--- config.mk ---
export PLATFORM = sky130hd
export DESIGN_NAME = uart_tx_suma
export DESIGN_NICKNAME = d
export VERILOG_FILES = /design/src/rtl/sumador_pkg.sv /design/src/rtl/tx_baud_tick.sv /design/src/rtl/uart_tx_suma.sv
export SDC_FILE = /design/constraint.sdc
export NUM_CORES = 1
export LEC_CHECK = 0
export BUFFER_PORTS_ARGS = -buffer_cell sky130_fd_sc_hd__buf_2
export CELL_PAD_IN_SITES_DETAIL_PLACEMENT = 0
export CELL_PAD_IN_SITES_GLOBAL_PLACEMENT = 1
export CORE_ASPECT_RATIO = 1.1
export CORE_MARGIN = 8
export CORE_UTILIZATION = 45
export DETAILED_ROUTE_END_ITERATION = 8
export GPL_TIMING_DRIVEN = 0
export PLACE_DENSITY = 0.87
export REMOVE_ABC_BUFFERS = 1
export SYNTH_ARGS = -nofsm -noshare
export SYNTH_HDL_FRONTEND = slang
export SYNTH_SLANG_ARGS = --single-unit
--- constraint.sdc ---
create_clock -name clk -period 1.8 [get_ports clk]
set_input_delay 0.18 -clock clk [delete_from_list [all_inputs] [get_ports clk]]
set_output_delay 0.18 -clock clk [all_outputs]
set_load 0.05 [all_outputs]
--- src/rtl/sumador_pkg.sv ---
// ============================================================================
// Module      : sumador_pkg
// Description : Shared types and constants for the adder-result UART sender.
// Revision    : 1.0 - initial release
// ============================================================================
`default_nettype none

package sumador_pkg;

    localparam int DATA_BITS            = 8;
    localparam int BYTES_PER_FRAME      = 2;
    localparam int DEFAULT_CLKS_PER_BIT = 16;

    typedef enum logic [1:0] {
        IDLE  = 2'd0,
        START = 2'd1,
        DATA  = 2'd2,
        STOP  = 2'd3
    } tx_state_t;

    // Payload bit for a given byte of the frame: byte0 = sum, byte1 = {7'b0, carry}.
    function automatic logic payload_bit(
        input logic [DATA_BITS-1:0] sum,
        input logic                 carry,
        input logic                 byte_idx,
        input logic [2:0]           bit_idx
    );
        logic w_bit;
        if (!byte_idx) begin
            w_bit = sum[bit_idx];
        end else begin
            w_bit = (bit_idx == 3'd0) ? carry : 1'b0;
        end
        return w_bit;
    endfunction

endpackage

`default_nettype wire

--- src/rtl/tx_baud_tick.sv ---
// ============================================================================
// Module      : tx_baud_tick
// Description : Bit-time counter; tick marks the last cycle of each UART bit.
// Revision    : 1.0 - initial release
// ============================================================================
`default_nettype none

module tx_baud_tick #(
    parameter int CLKS_PER_BIT = 16
) (
    input  logic clk,
    input  logic rst,
    input  logic clear,
    output logic tick
);

    localparam logic [7:0] c_last = 8'(CLKS_PER_BIT - 1);

    logic [7:0] r_cnt;

    assign tick = (r_cnt == c_last);

    always_ff @(posedge clk or posedge rst) begin
        if (rst) begin
            r_cnt <= 8'd0;
        end else if (clear || tick) begin
            r_cnt <= 8'd0;
        end else begin
            r_cnt <= r_cnt + 8'd1;
        end
    end

endmodule

`default_nettype wire

--- src/rtl/uart_tx_suma.sv ---
// ============================================================================
// Module      : uart_tx_suma
// Description : Sends an adder result {carry, sum} as two 8N1 UART bytes.
// Revision    : 1.0 - initial release
// ============================================================================
`default_nettype none

module uart_tx_suma
    import sumador_pkg::*;
#(
    parameter int CLKS_PER_BIT = DEFAULT_CLKS_PER_BIT
) (
    input  logic                 clk,
    input  logic                 rst,
    input  logic [DATA_BITS-1:0] data_in,
    input  logic                 carry_in,
    input  logic                 valid_in,
    output logic                 ready_out,
    output logic                 tx,
    output logic                 busy
);

    tx_state_t            r_state;
    tx_state_t            w_state_nxt;
    logic                 r_byte_idx;
    logic                 w_byte_nxt;
    logic [2:0]           r_bit_idx;
    logic [2:0]           w_bit_nxt;
    logic [DATA_BITS-1:0] r_data;
    logic [DATA_BITS-1:0] w_data_nxt;
    logic                 r_carry;
    logic                 w_carry_nxt;
    logic                 w_tick;
    logic                 w_clear;
    logic                 w_accept;
    logic                 w_tx;

    // Counter is held at zero while idle so START always begins a fresh bit time.
    assign w_clear  = (r_state == IDLE);
    assign w_accept = valid_in && ready_out;

    tx_baud_tick #(
        .CLKS_PER_BIT (CLKS_PER_BIT)
    ) u_baud (
        .clk   (clk),
        .rst   (rst),
        .clear (w_clear),
        .tick  (w_tick)
    );

    always_ff @(posedge clk or posedge rst) begin
        if (rst) begin
            r_state    <= IDLE;
            r_byte_idx <= 1'b0;
            r_bit_idx  <= 3'd0;
            r_data     <= '0;
            r_carry    <= 1'b0;
        end else begin
            r_state    <= w_state_nxt;
            r_byte_idx <= w_byte_nxt;
            r_bit_idx  <= w_bit_nxt;
            r_data     <= w_data_nxt;
            r_carry    <= w_carry_nxt;
        end
    end

    always_comb begin
        w_state_nxt = r_state;
        w_byte_nxt  = r_byte_idx;
        w_bit_nxt   = r_bit_idx;
        w_data_nxt  = r_data;
        w_carry_nxt = r_carry;
        w_tx        = 1'b1;

        case (r_state)
            IDLE: begin
                w_tx = 1'b1;
                if (w_accept) begin
                    w_state_nxt = START;
                    w_data_nxt  = data_in;
                    w_carry_nxt = carry_in;
                    w_byte_nxt  = 1'b0;
                    w_bit_nxt   = 3'd0;
                end
            end
            START: begin
                w_tx = 1'b0;
                if (w_tick) begin
                    w_state_nxt = DATA;
                    w_bit_nxt   = 3'd0;
                end
            end
            DATA: begin
                w_tx = payload_bit(r_data, r_carry, r_byte_idx, r_bit_idx);
                if (w_tick) begin
                    if (r_bit_idx == 3'(DATA_BITS - 1)) begin
                        w_state_nxt = STOP;
                        w_bit_nxt   = 3'd0;
                    end else begin
                        w_bit_nxt = r_bit_idx + 3'd1;
                    end
                end
            end
            STOP: begin
                w_tx = 1'b1;
                if (w_tick) begin
                    if (r_byte_idx == 1'(BYTES_PER_FRAME - 1)) begin
                        w_state_nxt = IDLE;
                        w_byte_nxt  = 1'b0;
                    end else begin
                        w_state_nxt = START;
                        w_byte_nxt  = r_byte_idx + 1'b1;
                    end
                end
            end
            default: begin
                w_state_nxt = IDLE;
                w_tx        = 1'b1;
            end
        endcase
    end

    // Outputs decode the asynchronously reset state, so reset forces idle immediately.
    assign tx        = w_tx;
    assign ready_out = (r_state == IDLE);
    assign busy      = ~ready_out;

endmodule

`default_nettype wire
# After elaboration in Yosys (flattened, before gate mapping)
# Index checks and enable logic that the tools add are counted.
dict set report word_totals {
  register_bits 23
}
dict set report op_classes {
  bitwise_logic 1
  mux 22
  reduce_logical 11
  add_sub_neg 3
  eq_ne 10
  magnitude_cmp 1
}
# op n
set ops {}
lappend ops {{$mux W3} 4}
lappend ops {{$mux W2} 5}
lappend ops {{$pmux W3 S3} 1}
lappend ops {{$add A8 B1 Y8 const B} 1}
lappend ops {{$eq A8 B4 Y1 const B} 1}
lappend ops {{$mux W8} 1}
lappend ops {{$ne A2 B1 Y1 const B} 4}
lappend ops {{$pmux W2 S4} 1}
lappend ops {{$mux W1} 7}
lappend ops {{$reduce_and A5 Y1} 1}
lappend ops {{$eq A2 B2 Y1 const B} 2}
lappend ops {{$lt A3 B4 Y1 const B} 1}
lappend ops {{$reduce_and A4 Y1} 1}
lappend ops {{$add A3 B1 Y3 const B} 1}
lappend ops {{$bmux W1 S3} 1}
lappend ops {{$eq A3 B3 Y1 const B} 1}
lappend ops {{$logic_not A3 Y1} 1}
lappend ops {{$pmux W1 S3} 1}
lappend ops {{$reduce_and A3 Y1} 1}
lappend ops {{$reduce_bool A3 Y1} 1}
lappend ops {{$eq A2 B1 Y1 const B} 1}
lappend ops {{$logic_not A2 Y1} 1}
lappend ops {{$ne A2 B2 Y1 const B} 1}
lappend ops {{$pmux W1 S2} 1}
lappend ops {{other kinds (7)} 7}

# Longest topological paths before layout
# Gate-level depths: netlist of the first run.
dict set report depth {
  depth_word 4
  mapped_depth 7
  ltp_nobuf 6
}

# By module
# A second synthesis of the first run with hierarchy kept.
dict set report hier_totals {
  cells_unflattened 116
  area_unflattened_um2 1251.2
}
# module n_inst area_per_inst_um2 cells_each
set by_module_without_submodules {}
lappend by_module_without_submodules {uart_tx_suma 1 869.6 78}
lappend by_module_without_submodules {tx_baud_tick 1 381.6 38}

# Least setup slack after synthesis of the first run
# No wires, ideal clock.
dict set report synth_path {
  kind {register -> output}
  startpoint {register r_state[0]}
  endpoint {output port tx}
  stages_incl_launch_ff 5
  n_path_buf 0
  arrival_ps 2097
  t_required_ps 1620
  setup_slack_ps -477
  cell_sequence {dfrtp_1 -> inv_1 -> ha_1 -> nor4b_1 -> a211oi_1}
}
dict set report synth_between {
  elab_chain_cells 3
  word_cells_on_any_way 6
  classes_between {eq/ne (3); mux (1); reduce/logical (2)}
}
# item line_no
set synth_rtl {}
lappend synth_rtl {{start: declaration} uart_tx_suma.sv:23} ;# tx_state_t r_state;
lappend synth_rtl {{start signal: assignment} uart_tx_suma.sv:59} ;# r_state <= w_state_nxt;
lappend synth_rtl {{$eq A2 B2 Y1 / $logic_not A2 Y1 (equally long branches)} uart_tx_suma.sv:75} ;# case (r_state)
lappend synth_rtl {{$reduce_or A2 Y1 (no line)} n/a}
lappend synth_rtl {{$pmux W1 S3 (*)} uart_tx_suma.sv:75}
lappend synth_rtl {{end: declaration} uart_tx_suma.sv:19} ;# output logic tx,
# Mark *: on every way between the ends. The rest lies on a longest branch, timed or not.

# Final worst setup path of the first run
dict set report layout_path {
  startpoint {register r_bit_idx[0]}
  endpoint {output port tx}
}
dict set report layout_between {
  elab_chain_cells 4
  word_cells_on_any_way 6
  classes_between {mux (5); reduce/logical (1)}
}
# item line_no
set layout_rtl {}
lappend layout_rtl {{start: declaration} uart_tx_suma.sv:27} ;# logic [2:0] r_bit_idx;
lappend layout_rtl {{start signal: assignment} uart_tx_suma.sv:61} ;# r_bit_idx <= w_bit_nxt;
lappend layout_rtl {{$bmux W1 S3 / $logic_not A3 Y1 (equally long branches)} {sumador_pkg.sv:30, sumador_pkg.sv:32}}
lappend layout_rtl {{$mux W1, on equally long branches} {sumador_pkg.sv:30, sumador_pkg.sv:32}}
lappend layout_rtl {{$mux W1 (*)} sumador_pkg.sv:29} ;# if (!byte_idx) begin
lappend layout_rtl {{$pmux W1 S3 (*)} uart_tx_suma.sv:75}
# Mark *: on every way between the ends. The rest lies on a longest branch, timed or not. The select of a mux whose other input is x is not followed.

==> results of run 1 <==
==> power by group <==
part | switching (mW) | internal, mW
Clock | 0.157 | 0.0868
Combinational | 0.0125 | 0.00870
Sequential | 0 | 0.517
Total | 0.170 | 0.612
==> sequential cells by signal, indices dropped and copies added (netlist names) <==
signal	count
r_data	8
r_state	2
r_byte_idx	1
r_bit_idx	3
r_carry	1
u_baud.r_cnt	8
==> routing by layer <==
metal  global-route usage  vias up
met5                    0        -
met4              0.05701        0
met3              0.01896        4
met2               0.1399       15
met1               0.1337      378
li1                     -      413
==> logic make-up (layout without fill, tap and decap cells) <==
family                   after synthesis  count (layout)  synth area share
adder cells (fa/ha/maj)                8               8           0.08081
flip-flops                            23              23            0.4646
AND/OR/NAND/NOR                       36              36            0.1566
multiplexers                          17              17            0.1576
AO/OA/AOI/OAI                          8               8           0.05858
XOR/XNOR                               6               6           0.04242
buffers and inverters                 12              32           0.03939
==> final cells by class <==
cell class,count,area share
clock buffers,4,0.01817
inverters,9,0.02336
multi-input cells,75,0.4524
flip-flops and latches,23,0.3988
well taps,33,0.02855
repair buffers,19,0.07872
==> repair_timing <==
action | CTS | global route
setup buffers | 3 | 2
setup endpoints to repair | 2 | 3
gates resized for setup | 6 | 8
pin swaps | 1 | 2
hold buffers | 0 | 0
==> worst max path at each step <==
stage / slack [ns] / to / cells after the start
after floorplan: -0.48 / tx / 4
after global placement: 0.03 / r_state[1]$_DFFE_PP0P_ / 5
after CTS: -0.15 / tx / 4
after global routing: -0.26 / tx / 4
after detailed placement: 0.001 / r_state[1]$_DFFE_PP0P_ / 5
final: -0.18 / tx / 4
==> through the flow <==
stage                     TNS [ns]  std cells
after floorplan             -1.799        107
after global placement           0        154
after detailed placement         0        154
after CTS                  -0.1471        161
after global routing       -0.2609        163
final                      -0.1783        163
==> placed cells by master, fill, tap and decap left out, drive strengths merged, types with 2 or more instances in the layout <==
master | netlist | layout
dfrtp | 23 | 23
buf | 3 | 19
nor2 | 12 | 12
mux2 | 10 | 10
inv | 9 | 9
nand2 | 8 | 8
ha | 8 | 8
mux2i | 6 | 6
nand3 | 4 | 4
xnor2 | 4 | 4
clkbuf | 0 | 4
nand3b | 2 | 2
xor2 | 2 | 2
o21ai | 2 | 2
nor3 | 2 | 2
==> metrics.cfg, run 1 <==
[cts]
cts_inserted_buffers = 3
clkTransAtPathRegs_ns = 0.13
cts-root-buf = clkbuf_4
clockBufferDepth = 2
cts_tree = built
cts.sinks = 23
htree_levels = 1
clkLatencyLatePin_ns = 0.32

[placement]
port_buffers = 14
dp_hpwl_mm = 1.575
place_area_mm2 = 0.001335
place_ws_ns = 0.001492
place.gp.congestion = 0.7856

[setup_path]
regToRegStartpoint = r_state[1]$_DFFE_PP0P_
crit_chain = mux4_2, nor4b_4, a211oi_2, buf_6
critPathTopFamily = multiplexers
cp.required_ns = 1.62
r2r_cells = 6
critPathKind = reg -> out
cp-end-kind = output port
r2r_setup_slack_ns = 0.13
crit_slowest_cell = mux4_2
path_max_fanout = 3
path_buf_inv = 1
cp-start-kind = flip-flop
startpoint = r_bit_idx[0]$_DFFE_PP0P_
arrival_ns = 1.80
slowest_delay_ns = 0.57
r2r-end = r_state[1]$_DFFE_PP0P_

[grt]
grt_pass1_wl_mm = 3.677
grt_remaining_overflow = 0
antenna_found_initial = 0
grt_max_degree = 24
grt_pass1_vias = 812
grt_usage = 0.09843

[finish]
n_fill_cell = 245
insertedDiodeCount = 0
num-nets-final = 151
syn_to_final_growth_pct = 16.77
seq_area_um2 = 576.8
final_core_util = 0.5352
postLayoutCellArea_mm2 = 0.001446
multiInputGateArea_um2 = 654.4
drive_gt1_frac = 0.3538

[outcome]
outcome = finished, violations left
failed_checks = setup timing

[sta]
setup_viol = 1
finalCritPeriodShare = 1.099
period_needed_ns = 1.978
hold_viol = 0
finalClockSkew_ns = 0.005462
drv_slew = 0
fmax_mhz = 505.5
hold_ws_ns = 0.01684
slew_headroom = 0.4172
worstMarginPinSlew_ns = 0.8732
rsz0062_at_grt = true
layout_setup_ws_ns = -0.1783

[drt]
routed-wl-met3_um = 71
top_layer_used = met4
vias_per_cell = 4.969
antenna_left = 0
firstDrtPassIters = 4
met1_length_mm = 1.035
vias = 810
drt_iter0_drc = 14
dr_wl_met2_um = 974
routedWlPerCell_um = 13.07
wirelength_mm = 2.130
drcViolationCount = 0

[synthesis]
async_reset_ff_frac = 1.000
yosysMostFrequentCell = dfrtp_1
synth_top_area_cell = dfrtp_1
synth_edf_count = 0
yosys-top-cells-count = 23 x dfrtp_1, 12 x nor2_1, 9 x inv_1, 9 x mux2_2
synth_cell_types = 32
ys_seq_area_frac = 0.4646
synth_cells = 110
synth_area_per_cell_um2 = 11.26
yosysTopAreaCellShare = 0.4646
ys_warn_count = 0
synth-main-ff-cell = dfrtp_1
yosys_register_bits = 23
synth_area_mm2 = 0.001239
yosys-top-cells-area = dfrtp_1 46%, mux2_2 8.2%, ha_1 8.1%

[pwr]
peakVddDrop_mv = 0.4652
power.leakage_nw = 0.7361
power_density_mw_per_mm2 = 540.6
p_total_mw = 0.7819

[die]
pin_count = 15
coreArea_mm2 = 0.002703
die_w_um = 66.03
die_area_mm2 = 0.004689
die_h_um = 71.03
rows = 20
initial_utilization = 0.4583

[run]
cap_violations = 0

[hold_path]
hp-class = in -> async

No activity file was read; power rests on OpenSTA's default activity.
==> run 2: changes to the inputs <==
--- a/config.mk
+++ b/config.mk
@@ -9,7 +9,6 @@
 export CELL_PAD_IN_SITES_DETAIL_PLACEMENT = 0
 export CELL_PAD_IN_SITES_GLOBAL_PLACEMENT = 1
 export CORE_ASPECT_RATIO = 1.1
-export CORE_MARGIN = 8
 export CORE_UTILIZATION = 45
 export DETAILED_ROUTE_END_ITERATION = 8
 export GPL_TIMING_DRIVEN = 0
==> metrics.cfg, run 2 (synthesis results as in run 1) <==
[setup_path]
cp-end-kind = output port
r2r-end = r_state[1]$_DFFE_PP0P_
r2r_setup_slack_ns = 0.09
critPathKind = reg -> out
r2r_cells = 6
path_max_fanout = 3
startpoint = r_bit_idx[0]$_DFFE_PP0P_
crit_chain = mux4_2, nor4b_4, a211oi_2, buf_6
cp-start-kind = flip-flop
regToRegStartpoint = r_bit_idx[0]$_DFFE_PP0P_
cp.required_ns = 1.62
arrival_ns = 1.77
endpoint = tx
crit_slowest_cell = mux4_2
slowest_delay_ns = 0.56

[drt]
firstDrtPassIters = 2
vias = 816
met1_length_um = 968
vias_per_cell = 5.165
drt_iter0_drc = 5
top_layer_used = met4
dr_wl_met2_mm = 1.004
drcViolationCount = 0
routed-wl-met3_um = 73
routedWlPerCell_um = 13.27
antenna_left = 0
wirelength_mm = 2.097

[cts]
cts_inserted_buffers = 3
clockBufferDepth = 2
htree_levels = 1
cts.sinks = 23
cts_tree = built
cts-root-buf = clkbuf_4
clkLatencyLatePin_ns = 0.32
clkTransAtPathRegs_ns = 0.13

[pwr]
power_density_mw_per_mm2 = 554.0
power.leakage_nw = 0.7201
p_total_mw = 0.7812
peakVddDrop_mv = 0.3855

[sta]
rsz0062_at_grt = true
setup_viol = 1
finalCritPeriodShare = 1.081
slew_headroom = 0.4241
finalClockSkew_ns = 0.002898
worstMarginPinSlew_ns = 0.8630
hold_viol = 0
period_needed_ns = 1.946
fmax_mhz = 513.9
drv_slew = 0
layout_setup_ws_ns = -0.1459

[finish]
drive_gt1_frac = 0.3228
syn_to_final_growth_pct = 13.84
reg_top3 = r_data: 8 flops, u_baud.r_cnt: 8 flops, r_bit_idx: 3 flops
final_cell_count_no_fill = 158
insertedDiodeCount = 0
num-nets-final = 148
mostFrequentLayoutCells = 22 x dfrtp_1, 13 x buf_2, 11 x nor2_1
final_common_cell = dfrtp_1
final_core_util = 0.5544

[die]
die_h_um = 57.03
die_w_um = 52.03
coreArea_mm2 = 0.002544
die_area_mm2 = 0.002967
pin_count = 15
initial_utilization = 0.4870
rows = 19

[run]
cap_violations = 0

[placement]
place.gp.congestion = 0.7442
place_ws_ns = 0.02163
placed_cells = 152
port_buffers = 14
dp_hpwl_mm = 1.614

[grt]
grt_pass1_vias = 903
grt_remaining_overflow = 0
grt_max_degree = 24
antenna_found_initial = 0
grt_usage = 0.1778
grt_pass1_wl_mm = 3.822

[hold_path]
hp-class = in -> async

[outcome]
outcome = finished, violations left
failed_checks = setup timing

run 2: changes by cell type in the layout (fill, tap and decap cells not counted), sizes merged:
| cell | before | now |
|---|---|---|
| clkbuf | 4 | 3 |
| clkinv | 0 | 1 |
| buf | 19 | 16 |
run 2: stage by stage:
stage                     hold slack [ns]  setup TNS (ns)  cell area (µm²)
final                             0.01527         -0.1459             1410
after global routing              0.07841         -0.2459             1410
after CTS                         0.04324         -0.1803             1386
after detailed placement           0.4026               0             1333
after global placement             0.3910               0             1333
after floorplan                    0.1819          -1.799             1224
run 2: timing repair:
| action | 4_1_cts | 5_1_grt |
|---|---|---|
| buffers inserted | 2 | 0 |
| hold buffers | 0 | 0 |
| endpoints found under the hold margin | 0 | 0 |
| gates cloned | 0 | 0 |
| setup endpoints to repair | 2 | 14 |
| resized for setup | 3 | 6 |
| pin swaps | 0 | 0 |
run 2: metal layers:
metal,vias up,GRT usage
li1,408,-
met1,387,0.2184
met2,16,0.2821
met3,5,0.03733
met4,0,0.1081
met5,-,0
run 2: worst min path at each step:
| stage | endpoint | slack, ns | cells past startpoint |
|---|---|---|---|
| global placement | r_data[1]$_DFFE_PP0P_ | 0.39 | 2 |
| global route | r_data[1]$_DFFE_PP0P_ | 0.08 | 2 |
| CTS | r_data[1]$_DFFE_PP0P_ | 0.04 | 2 |
| floorplan | r_bit_idx[0]$_DFFE_PP0P_ | 0.18 | 1 |
| finish | r_data[3]$_DFFE_PP0P_ | 0.02 | 2 |
| detailed placement | r_data[1]$_DFFE_PP0P_ | 0.40 | 2 |
run 2: critical path: cells and delay by family, from the launching register on:
family                 cells  cell delay [ns]
AO/OA/AOI/OAI              1             0.08
flip-flops                 1             0.42
AND/OR/NAND/NOR            1             0.24
multiplexers               1             0.56
buffers and inverters      1             0.16
run 2: cell type report:
| cell class | instances | area [µm²] |
|---|---|---|
| Sequential cell | 23 | 576.8 |
| Fill cell | 240 | 1134 |
| Timing Repair Buffer | 16 | 91.34 |
| Multi-Input combinational cell | 75 | 641.9 |
| Inverter | 9 | 33.78 |
| Clock inverter | 1 | 5.005 |
| Tap cell | 31 | 38.79 |
| Clock buffer | 3 | 22.52 |
run 2: report_power, final:
part	total (mW)	switching [mW]	internal [mW]
sequential	0.517	0	0.517
combinational	0.0215	0.0127	0.00874
clock	0.243	0.160	0.0833
total	0.781	0.173	0.609
==> run 3: changes to the inputs <==
--- a/config.mk
+++ b/config.mk
@@ -9,11 +9,12 @@
 export CELL_PAD_IN_SITES_DETAIL_PLACEMENT = 0
 export CELL_PAD_IN_SITES_GLOBAL_PLACEMENT = 1
 export CORE_ASPECT_RATIO = 1.1
-export CORE_UTILIZATION = 45
+export CORE_UTILIZATION = 44
 export DETAILED_ROUTE_END_ITERATION = 8
 export GPL_TIMING_DRIVEN = 0
-export PLACE_DENSITY = 0.87
+export PLACE_DENSITY = 0.86
 export REMOVE_ABC_BUFFERS = 1
 export SYNTH_ARGS = -nofsm -noshare
 export SYNTH_HDL_FRONTEND = slang
+export SYNTH_HIERARCHICAL = 1
 export SYNTH_SLANG_ARGS = --single-unit
==> metrics.cfg, run 3 <==
[outcome]
outcome = finished, violations left
failed_checks = setup timing

[die]
die_h_um = 57.93
die_w_um = 52.85
rows = 19
die_area_mm2 = 0.003061
coreArea_mm2 = 0.002591
pin_count = 15
initial_utilization = 0.4829

[grt]
grt_pass1_vias = 967
grt_remaining_overflow = 0
grt_pass1_wl_mm = 4.077
grt_usage = 0.1804
grt_max_degree = 16
antenna_found_initial = 0

[drt]
drt_iter0_drc = 15
antenna_left = 0
firstDrtPassIters = 4
drcViolationCount = 0
vias = 980
wirelength_mm = 2.416
routedWlPerCell_um = 13.42
vias_per_cell = 5.444

[sta]
fmax_mhz = 531.9
fin_tns_setup_ns = -0.1894
hold_viol = 0
hold_ws_ns = 0.08128
layout_setup_ws_ns = -0.07992
period_needed_ns = 1.880
finalClockSkew_ns = 0.005468
setup_viol = 3
rsz0062_at_grt = true
drv_slew = 0
worstMarginPinSlew_ns = 0.5878
finalCritPeriodShare = 1.044
slew_headroom = 0.6077

[placement]
place.gp.congestion = 0.8323
dp_hpwl_mm = 1.749
place_area_mm2 = 0.001360
port_buffers = 14
placed_cells = 161

[setup_path]
crit_chain = inv_2, ha_4, nand3b_1, a32oi_1, nand4_1, a21oi_1, buf_4
cp-start-kind = flip-flop
path_max_fanout = 3
slowest_delay_ns = 0.42
cp-end-kind = output port
critPathKind = reg -> out
cp.required_ns = 1.62
arrival_ns = 1.70
crit_slowest_cell = dfrtp_1

[finish]
drive_gt1_frac = 0.4027
final_common_cell = dfrtp_1
reg_top3 = r_data: 8 flops, u_baud/r_cnt: 8 flops, r_bit_idx: 3 flops
insertedDiodeCount = 0
syn_to_final_growth_pct = 25.90
num-nets-final = 171
final_cell_count_no_fill = 180
postLayoutCellArea_mm2 = 0.001575
mostFrequentLayoutCells = 20 x dfrtp_1, 13 x buf_2, 12 x buf_4
final_core_util = 0.6079

[pwr]
power.leakage_nw = 0.7913
peakVddDrop_mv = 0.6124
power_density_mw_per_mm2 = 499.2

[synthesis]
synth_edf_count = 0
synth_area_per_cell_um2 = 10.79
async_reset_ff_frac = 1.000
yosys_register_bits = 23
synth_top_area_cell = dfrtp_1
yosys-top-cells-count = 23 x dfrtp_1, 13 x inv_1, 9 x ha_1, 9 x mux2_2
synth-main-ff-cell = dfrtp_1
yosysMostFrequentCell = dfrtp_1
synth_cells = 116
synth_area_mm2 = 0.001251
yosys-top-cells-area = dfrtp_1 46%, ha_1 9.0%, mux2_2 8.1%
yosysTopAreaCellShare = 0.4600
ys_warn_count = 6
ys_seq_area_frac = 0.4600
synth_cell_types = 29

[hold_path]
hp-class = in -> reg

[cts]
cts_inserted_buffers = 3
clkLatencyLatePin_ns = 0.32
htree_levels = 1
clkTransAtPathRegs_ns = 0.13
cts.sinks = 23
cts-root-buf = clkbuf_4
clockBufferDepth = 2
cts_tree = built

[run]
cap_violations = 0

run 3: cell type report:
cell class / count / area [µm²]
clock inverter: 1 / 5.005
clock buffer: 3 / 22.52
fill: 218 / 1016
sequential: 23 / 579.3
multi-input combinational: 80 / 679.4
inverter: 13 / 51.30
tap: 31 / 38.79
timing repair buffer: 29 / 198.9
run 3: layer usage:
layer / vias to the layer above / global-route usage / routed length, µm
met1: 467 / 0.2230 / 982
met2: 29 / 0.3183 / 1267
met3: 8 / 0.02625 / 113
met5: - / 0 / 0
met4: 0 / 0.05639 / 53
li1: 476 / - / -
run 3: power breakdown:
group	total (mW)	internal, mW	switching [mW]
clock network	0.245	0.0832	0.162
registers	0.517	0.517	0
logic	0.0244	0.0104	0.0140
total	0.786	0.610	0.176
run 3: kinds of logic after synthesis:
group           share of synthesized area
compound gates                     0.1000
xor+xnor                          0.01400
fa+ha+maj                         0.09000
buf+inv                           0.03900
flops                              0.4600
mux                                0.1570
simple gates                       0.1400
run 3: worst max-delay path, delay by kind of cell, from the launching register on:
kind | cells | cell delay, ns
AOI/OAI and AO/OA | 2 | 0.30
adders and majority gates | 1 | 0.13
buffers and inverters | 2 | 0.31
DFF | 1 | 0.42
and+or+nand+nor | 2 | 0.21
run 3: stage by stage:
| stage | total power [mW] | setup slack (ns) |
|---|---|---|
| finish | 0.7864 | -0.07992 |
| global placement | 0.5486 | -0.3180 |
| CTS | 0.7934 | -0.07419 |
| global route | 0.8135 | -0.1641 |
| detailed placement | 0.5502 | -0.3380 |
| floorplan | 0.5349 | -0.1992 |
run 3: final timing paths:
path                                           start                        end  slack [ns]  cells after the start
hold / removal                            data_in[4]      r_data[4]$_DFFE_PP0P_        0.08                      2
min in group asynchronous                        rst  u_baud/r_cnt[1]$_DFF_PP0_        0.35                      3
setup reg to reg           u_baud/r_cnt[7]$_DFF_PP0_     r_state[1]$_DFFE_PP0P_       -0.07                      6
setup / recovery            r_bit_idx[1]$_DFFE_PP0P_                         tx       -0.08                      7
hold reg to reg            u_baud/r_cnt[0]$_DFF_PP0_  u_baud/r_cnt[0]$_DFF_PP0_        0.47                      1
max in group asynchronous                        rst     r_state[1]$_DFFE_PP0P_        0.93                      3
run 3: what timing repair did:
action,4_1_cts,5_1_grt
hold buffers,1,0
setup buffers,13,1
setup endpoints to repair,6,16
cloned,0,0
gates resized for setup,15,8
endpoints found under the hold margin,23,0
pin swaps,8,2
